### src/rtl/ntt_rns_sequencer.sv
// ntt_rns_sequencer: job-level controller that runs one NTT core over a batch
// of RNS residues. Jobs enter through a small descriptor FIFO. Each residue
// takes its modulus from a runtime-writable table and goes through
// host load -> core start -> core run -> host unload.
//
// Handshakes: load_req and unload_req stay high until the matching ack is
// sampled high on a rising edge. An ack that is present in the same cycle the
// req first rises is accepted. Each req drops in the cycle after its ack.
// core_start is a single-cycle pulse. core_done is honoured only in RUN.
// job_valid/job_ready follow normal valid/ready rules: a push happens on any
// edge where both are high.
module ntt_rns_sequencer #(
  parameter int WIDTH      = 32,
  parameter int MOD_IDX_W  = 6,
  parameter int FIFO_DEPTH = 4
) (
  input  logic                 clk,
  input  logic                 reset,
  input  logic                 tbl_we,
  input  logic [MOD_IDX_W-1:0] tbl_addr,
  input  logic [WIDTH-1:0]     tbl_wdata,
  input  logic                 job_valid,
  output logic                 job_ready,
  input  logic [MOD_IDX_W-1:0] job_base,
  input  logic [MOD_IDX_W:0]   job_count,
  input  logic                 job_inverse,
  output logic                 load_req,
  input  logic                 load_ack,
  output logic                 core_start,
  output logic [WIDTH-1:0]     core_modulus,
  output logic                 core_inverse,
  input  logic                 core_done,
  output logic                 unload_req,
  input  logic                 unload_ack,
  output logic [MOD_IDX_W-1:0] residue_idx,
  output logic                 job_done,
  output logic                 busy,
  output logic                 err,
  output logic [2:0]           dbg_state
);

  localparam int NUM_MODULI = 2**MOD_IDX_W;
  localparam int PTR_W      = $clog2(FIFO_DEPTH);
  localparam logic [PTR_W:0]     FULL_LEVEL = (PTR_W+1)'(FIFO_DEPTH);
  localparam logic [MOD_IDX_W:0] K_ONE      = (MOD_IDX_W+1)'(1);

  typedef enum logic [2:0] {
    S_IDLE, S_POP, S_FETCH, S_LOAD, S_START, S_RUN, S_UNLOAD
  } state_t;

  state_t r_state, w_next;

  logic [WIDTH-1:0]     r_table [NUM_MODULI];
  logic [WIDTH-1:0]     r_rdata;
  logic [MOD_IDX_W-1:0] r_fifo_base [FIFO_DEPTH];
  logic [MOD_IDX_W:0]   r_fifo_cnt  [FIFO_DEPTH];
  logic                 r_fifo_inv  [FIFO_DEPTH];
  logic [PTR_W-1:0]     r_wr_ptr, r_rd_ptr;
  logic [PTR_W:0]       r_level;
  logic [MOD_IDX_W:0]   r_cnt, r_k;
  logic                 r_inv;
  logic [MOD_IDX_W-1:0] r_idx;
  logic [WIDTH-1:0]     r_core_mod;
  logic                 r_core_inv;
  logic                 r_err;

  logic w_push, w_pop, w_advance, w_last, w_zero_mod;

  assign job_ready    = (r_level != FULL_LEVEL);
  assign w_push       = job_valid && job_ready;
  assign w_zero_mod   = (r_rdata == '0);
  assign w_last       = ((r_k + K_ONE) == r_cnt);
  assign busy         = (r_state != S_IDLE) || (r_level != '0);
  assign err          = r_err;
  assign residue_idx  = r_idx;
  assign core_modulus = r_core_mod;
  assign core_inverse = r_core_inv;
  assign dbg_state    = r_state;

  // Modulus table RAM plus its registered read port. The read happens in
  // FETCH, so a write to the same index in that cycle yields the old value.
  always_ff @(posedge clk) begin
    if (tbl_we) r_table[tbl_addr] <= tbl_wdata;
    if (r_state == S_FETCH) r_rdata <= r_table[r_idx];
  end

  // Descriptor FIFO storage. The level and pointers are reset elsewhere.
  always_ff @(posedge clk) begin
    if (w_push) begin
      r_fifo_base[r_wr_ptr] <= job_base;
      r_fifo_cnt[r_wr_ptr]  <= job_count;
      r_fifo_inv[r_wr_ptr]  <= job_inverse;
    end
  end

  // FSM state register.
  always_ff @(posedge clk) begin
    if (reset) r_state <= S_IDLE;
    else       r_state <= w_next;
  end

  // Next state and handshake outputs. Skipping a zero-modulus residue and
  // completing an unload share the same advance path.
  always_comb begin
    w_next     = r_state;
    load_req   = 1'b0;
    core_start = 1'b0;
    unload_req = 1'b0;
    job_done   = 1'b0;
    w_pop      = 1'b0;
    w_advance  = 1'b0;
    case (r_state)
      S_IDLE:  if (r_level != '0) w_next = S_POP;
      S_POP: begin
        w_pop = 1'b1;
        if (r_fifo_cnt[r_rd_ptr] == '0) begin
          job_done = 1'b1;
          w_next   = S_IDLE;
        end else begin
          w_next = S_FETCH;
        end
      end
      S_FETCH: w_next = S_LOAD;
      S_LOAD: begin
        if (w_zero_mod) begin
          w_advance = 1'b1;
        end else begin
          load_req = 1'b1;
          if (load_ack) w_next = S_START;
        end
      end
      S_START: begin
        core_start = 1'b1;
        w_next     = S_RUN;
      end
      S_RUN:   if (core_done) w_next = S_UNLOAD;
      S_UNLOAD: begin
        unload_req = 1'b1;
        if (unload_ack) w_advance = 1'b1;
      end
      default: w_next = S_IDLE;
    endcase
    if (w_advance) begin
      if (w_last) begin
        job_done = 1'b1;
        w_next   = S_IDLE;
      end else begin
        w_next = S_FETCH;
      end
    end
  end

  // FIFO bookkeeping, per-job context, per-residue core settings, sticky error.
  always_ff @(posedge clk) begin
    if (reset) begin
      r_wr_ptr   <= '0;
      r_rd_ptr   <= '0;
      r_level    <= '0;
      r_cnt      <= '0;
      r_k        <= '0;
      r_inv      <= 1'b0;
      r_idx      <= '0;
      r_core_mod <= '0;
      r_core_inv <= 1'b0;
      r_err      <= 1'b0;
    end else begin
      if (w_push) r_wr_ptr <= r_wr_ptr + PTR_W'(1);
      if (w_pop)  r_rd_ptr <= r_rd_ptr + PTR_W'(1);
      if (w_push && !w_pop)      r_level <= r_level + (PTR_W+1)'(1);
      else if (!w_push && w_pop) r_level <= r_level - (PTR_W+1)'(1);

      if (r_state == S_POP) begin
        r_cnt <= r_fifo_cnt[r_rd_ptr];
        r_inv <= r_fifo_inv[r_rd_ptr];
        r_idx <= r_fifo_base[r_rd_ptr];
        r_k   <= '0;
      end

      // Core settings settle during LOAD and stay frozen until the next LOAD.
      if (r_state == S_LOAD) begin
        if (w_zero_mod) begin
          r_err <= 1'b1;
        end else begin
          r_core_mod <= r_rdata;
          r_core_inv <= r_inv;
        end
      end

      // Table indices wrap naturally at the table depth.
      if (w_advance) begin
        r_k   <= r_k + K_ONE;
        r_idx <= r_idx + MOD_IDX_W'(1);
      end
    end
  end

endmodule

### config.mk
export PLATFORM = sky130hd
export DESIGN_NAME = ntt_rns_sequencer
export DESIGN_NICKNAME = d
export VERILOG_FILES = /design/src/rtl/ntt_rns_sequencer.sv
export SDC_FILE = /design/constraint.sdc
export NUM_CORES = 2
export LEC_CHECK = 0
export BUFFER_PORTS_ARGS = -buffer_cell sky130_fd_sc_hd__buf_4
export CAP_MARGIN = 40
export CORE_ASPECT_RATIO = 1.75
export CORE_MARGIN = 5
export CORE_UTILIZATION = 40
export CTS_CLUSTER_SIZE = 8
export DETAILED_ROUTE_END_ITERATION = 12
export SYNTH_ARGS = -nofsm -noshare
export SYNTH_HDL_FRONTEND = slang
export SYNTH_SLANG_ARGS = --single-unit
### constraint.sdc
create_clock -name clk -period 3.1 [get_ports clk]
set_input_delay 0 -clock clk [delete_from_list [all_inputs] [get_ports clk]]
set_output_delay 0 -clock clk [all_outputs]
set_load 0.05 [all_outputs]
==> flow_summary.toml <==
[status]
outcome = "completed"

[logic_synthesis]
ys.flop_type = "edfxtp_1"
async_flop_share = 0
ys_ff_latch = 2203
synth_nets = 3685
ys_warn_count = 0
syn_inst = 3618
syn_avg_cell_area_um2 = 23.27
synthesis.area_um2 = 84190
yosysUniqueCellTypes = 58
ys_seq_area_frac = 0.7778
synth_edf_count = 2136

[global_route]
overflow = 0
first_global_vias = 42480
grt_max_degree = 67
antenna_found_initial = 18
grt_pass1_wl_um = 310000
grt_use_total = 0.1964

[final_layout]
num-fill-cells = 16740
syn_to_final_growth_pct = 19.10
nets = 4219
layout_common_cells = "edfxtp_1 (2136), mux4_2 (608), clkbuf_16 (321)"
drive_gt1_frac = 0.3283
final_common_cell = "edfxtp_1"
fin_area_um2 = 100300

[placed_design]
place_ws_ns = -0.1873
dp_hpwl_um = 128500
placed_area_um2 = 91030
gp_congestion = 0.7670
io_buffers = 107

[floorplanning]
placementRows = 222
core_um2 = 209200
die_w_um = 356.8
dieHeight_um = 616.9
initial_core_util = 0.4025
ios = 108
die-area_um2 = 220100

[timing]
finClkSkew_ns = 0.04124
min_period_ns = 2.959
slew_viol_final = 0
setup_viol = 0
slew-limit-headroom = 0.3510
worst_slack_ns = 0.1413
setup-tns-final_ns = 0
max_freq_mhz = 338.0
fin_crit_sh = 0.9544
rsz0062_at_grt = "false"
finalHoldViolCount = 0
worstMarginPinSlew_ns = 0.9721

[detailed_routing]
post-route-drc-count = 0
vias = 39920
avgRoutedWirePerCell_um = 31.04
wl_um = 217300
firstDrtPassIters = 7
drtIter0Drc = 3753
final_antenna_net_count = 0
viasPerCell = 5.702

[worst_hold_path]
hp-class = "in2reg"
hold_start = "tbl_addr[3]"

[worst_setup_path]
slowest_delay_ns = 0.36
critPathMaxFanout = 2
crit_chain = "buf_4 -> nor4_1 -> nand4_1 -> o31ai_4 -> o2111a_1 -> o21bai_1 -> buf_4"
crit_type = "reg2out"
slowest_stage = "edfxtp_1"
crit_required_ns = 3.10
crit_start = "r_rdata[19]"
end_kind = "output port"
cp_common_cell = "buf_4"
worstReg2RegStart = "residue_idx[1]"
regToRegSetupSlack_ns = 0.19
cp.arrival_ns = 2.96
startpoint_type = "register"

[cts]
clkSinkCount = 2203
cts_tree = "yes"
cts_inserted_buffers = 317
clk-insertion-delay-late_ns = 0.81
htreeDepth = 5
cts_buffer_depth = 4
clk_pin_slew_worst_paths_ns = 0.05
cts-root-buf = "clkbuf_16"

[power_and_ir_drop]
power_leakage_nw = 31.05
p_per_area_nw_per_um2 = 813.6
peakVddDrop_mv = 0.4616
p_total_mw = 81.58

[flow_run]
maxCapViolations = 0
synthesized netlist by cell type, types with 4 or more instances:
master	count	area, um^2
a22oi_1	24	180.2
buf_1	23	86.33
a31oi_1	4	25.02
buf_4	22	165.2
a221o_1	12	120.1
buf_2	65	325.3
mux4_2	608	13690
dfxtp_1	67	1341
xnor2_1	6	52.55
xor2_1	7	61.31
a22o_1	11	96.34
a311oi_1	5	43.79
a21oi_1	41	205.2
ha_1	7	87.58
mux2_2	8	90.09
nor3_1	9	45.04
nand3_1	19	95.09
inv_1	6	22.52
nand2_1	64	240.2
buf_6	12	135.1
clkbuf_1	74	277.8
o22ai_1	11	68.82
nor2_1	127	476.7
edfxtp_1	2136	64140
and2_1	8	50.05
nor4_1	11	68.82
a211oi_1	19	142.6
mux2i_1	115	1151
and3_1	7	43.79
nor2b_1	24	150.1
nand4_1	5	31.28
nand2b_1	10	62.56
or3b_2	5	43.79
o211ai_1	7	52.55
where the power goes:
| part | internal (mW) | switching [mW] |
|---|---|---|
| Sequential | 33.5 | 0.657 |
| Clock | 18.2 | 11.6 |
| Combinational | 8.51 | 9.07 |
area by class of cell:
cell class / count / area, um^2 / area share
timing repair buffer: 411 / 4657 / 0.04645
tap: 2800 / 3503 / 0.03494
inverter: 8 / 30.03 / 0.0002995
sequential: 2203 / 65500 / 0.6532
clock inverter: 17 / 211.5 / 0.002109
clock buffer: 341 / 8108 / 0.08086
multi-input combinational: 1211 / 18240 / 0.1819
antenna: 9 / 22.52 / 0.0002246
sequential cells by signal, summed over array words and instances (netlist names), 6 cells and up, named ones only:
signal and cells:
r_fifo_cnt 28, r_table 2048, r_fifo_base 24, r_rdata 32
r_k 7, core_modulus 32, r_cnt 7, residue_idx 6
cell families after synthesis:
family / count (synthesis) / share of synthesized area
DFF: 2203 / 0.7778
and+or+nand+nor: 303 / 0.01675
buffers and inverters: 204 / 0.01211
adders and majority gates: 8 / 0.001278
xor gates and xnor gates: 14 / 0.001620
AOI/OAI and AO/OA: 155 / 0.01300
muxes: 731 / 0.1774
routing by layer:
metal	GRT usage	vias to the layer above	wire length (um)
met1	0.2348	21610	79390
met4	0.07040	8	8266
met3	0.04219	398	14680
met5	0	-	60
met2	0.3505	1539	114900
li1	-	16370	-
worst paths after layout:
| check | endpoint | cells past startpoint |
|---|---|---|
| min | r_table[42][18] | 3 |
| max reg2reg | r_rdata[5] | 7 |
| min reg2reg | r_inv | 2 |
| max | job_done | 7 |
stage by stage:
step / instances / hold slack, ns / utilization
2_1_floorplan: 3618 / 0.09887 / -
4_1_cts: 6989 / 0.02195 / 0.4792
5_1_grt: 6995 / 0.08638 / 0.4793
3_3_place_gp: 6545 / 0.2007 / 0.4352
3_5_place_dp: 6546 / 0.2066 / 0.4352
6_report: 7000 / 0.07607 / 0.4794
worst max-delay path, delay by kind of cell (launching register included):
family                 cells  cell delay (ns)
flip-flops                 1             0.36
AO/OA/AOI/OAI              3             0.75
AND/OR/NAND/NOR            2             0.61
buffers and inverters      2             0.42
repair_timing:
item / 4_1_cts / 5_1_grt
hold buffers: 75 / 0
buffers inserted: 10 / 2
endpoints found under the hold margin: 2311 / 0
gates resized for setup: 3 / 2
pin swaps: 3 / 0
endpoints found under the setup margin: 6 / 1
Note: power is estimated with default switching activity, not from simulation.
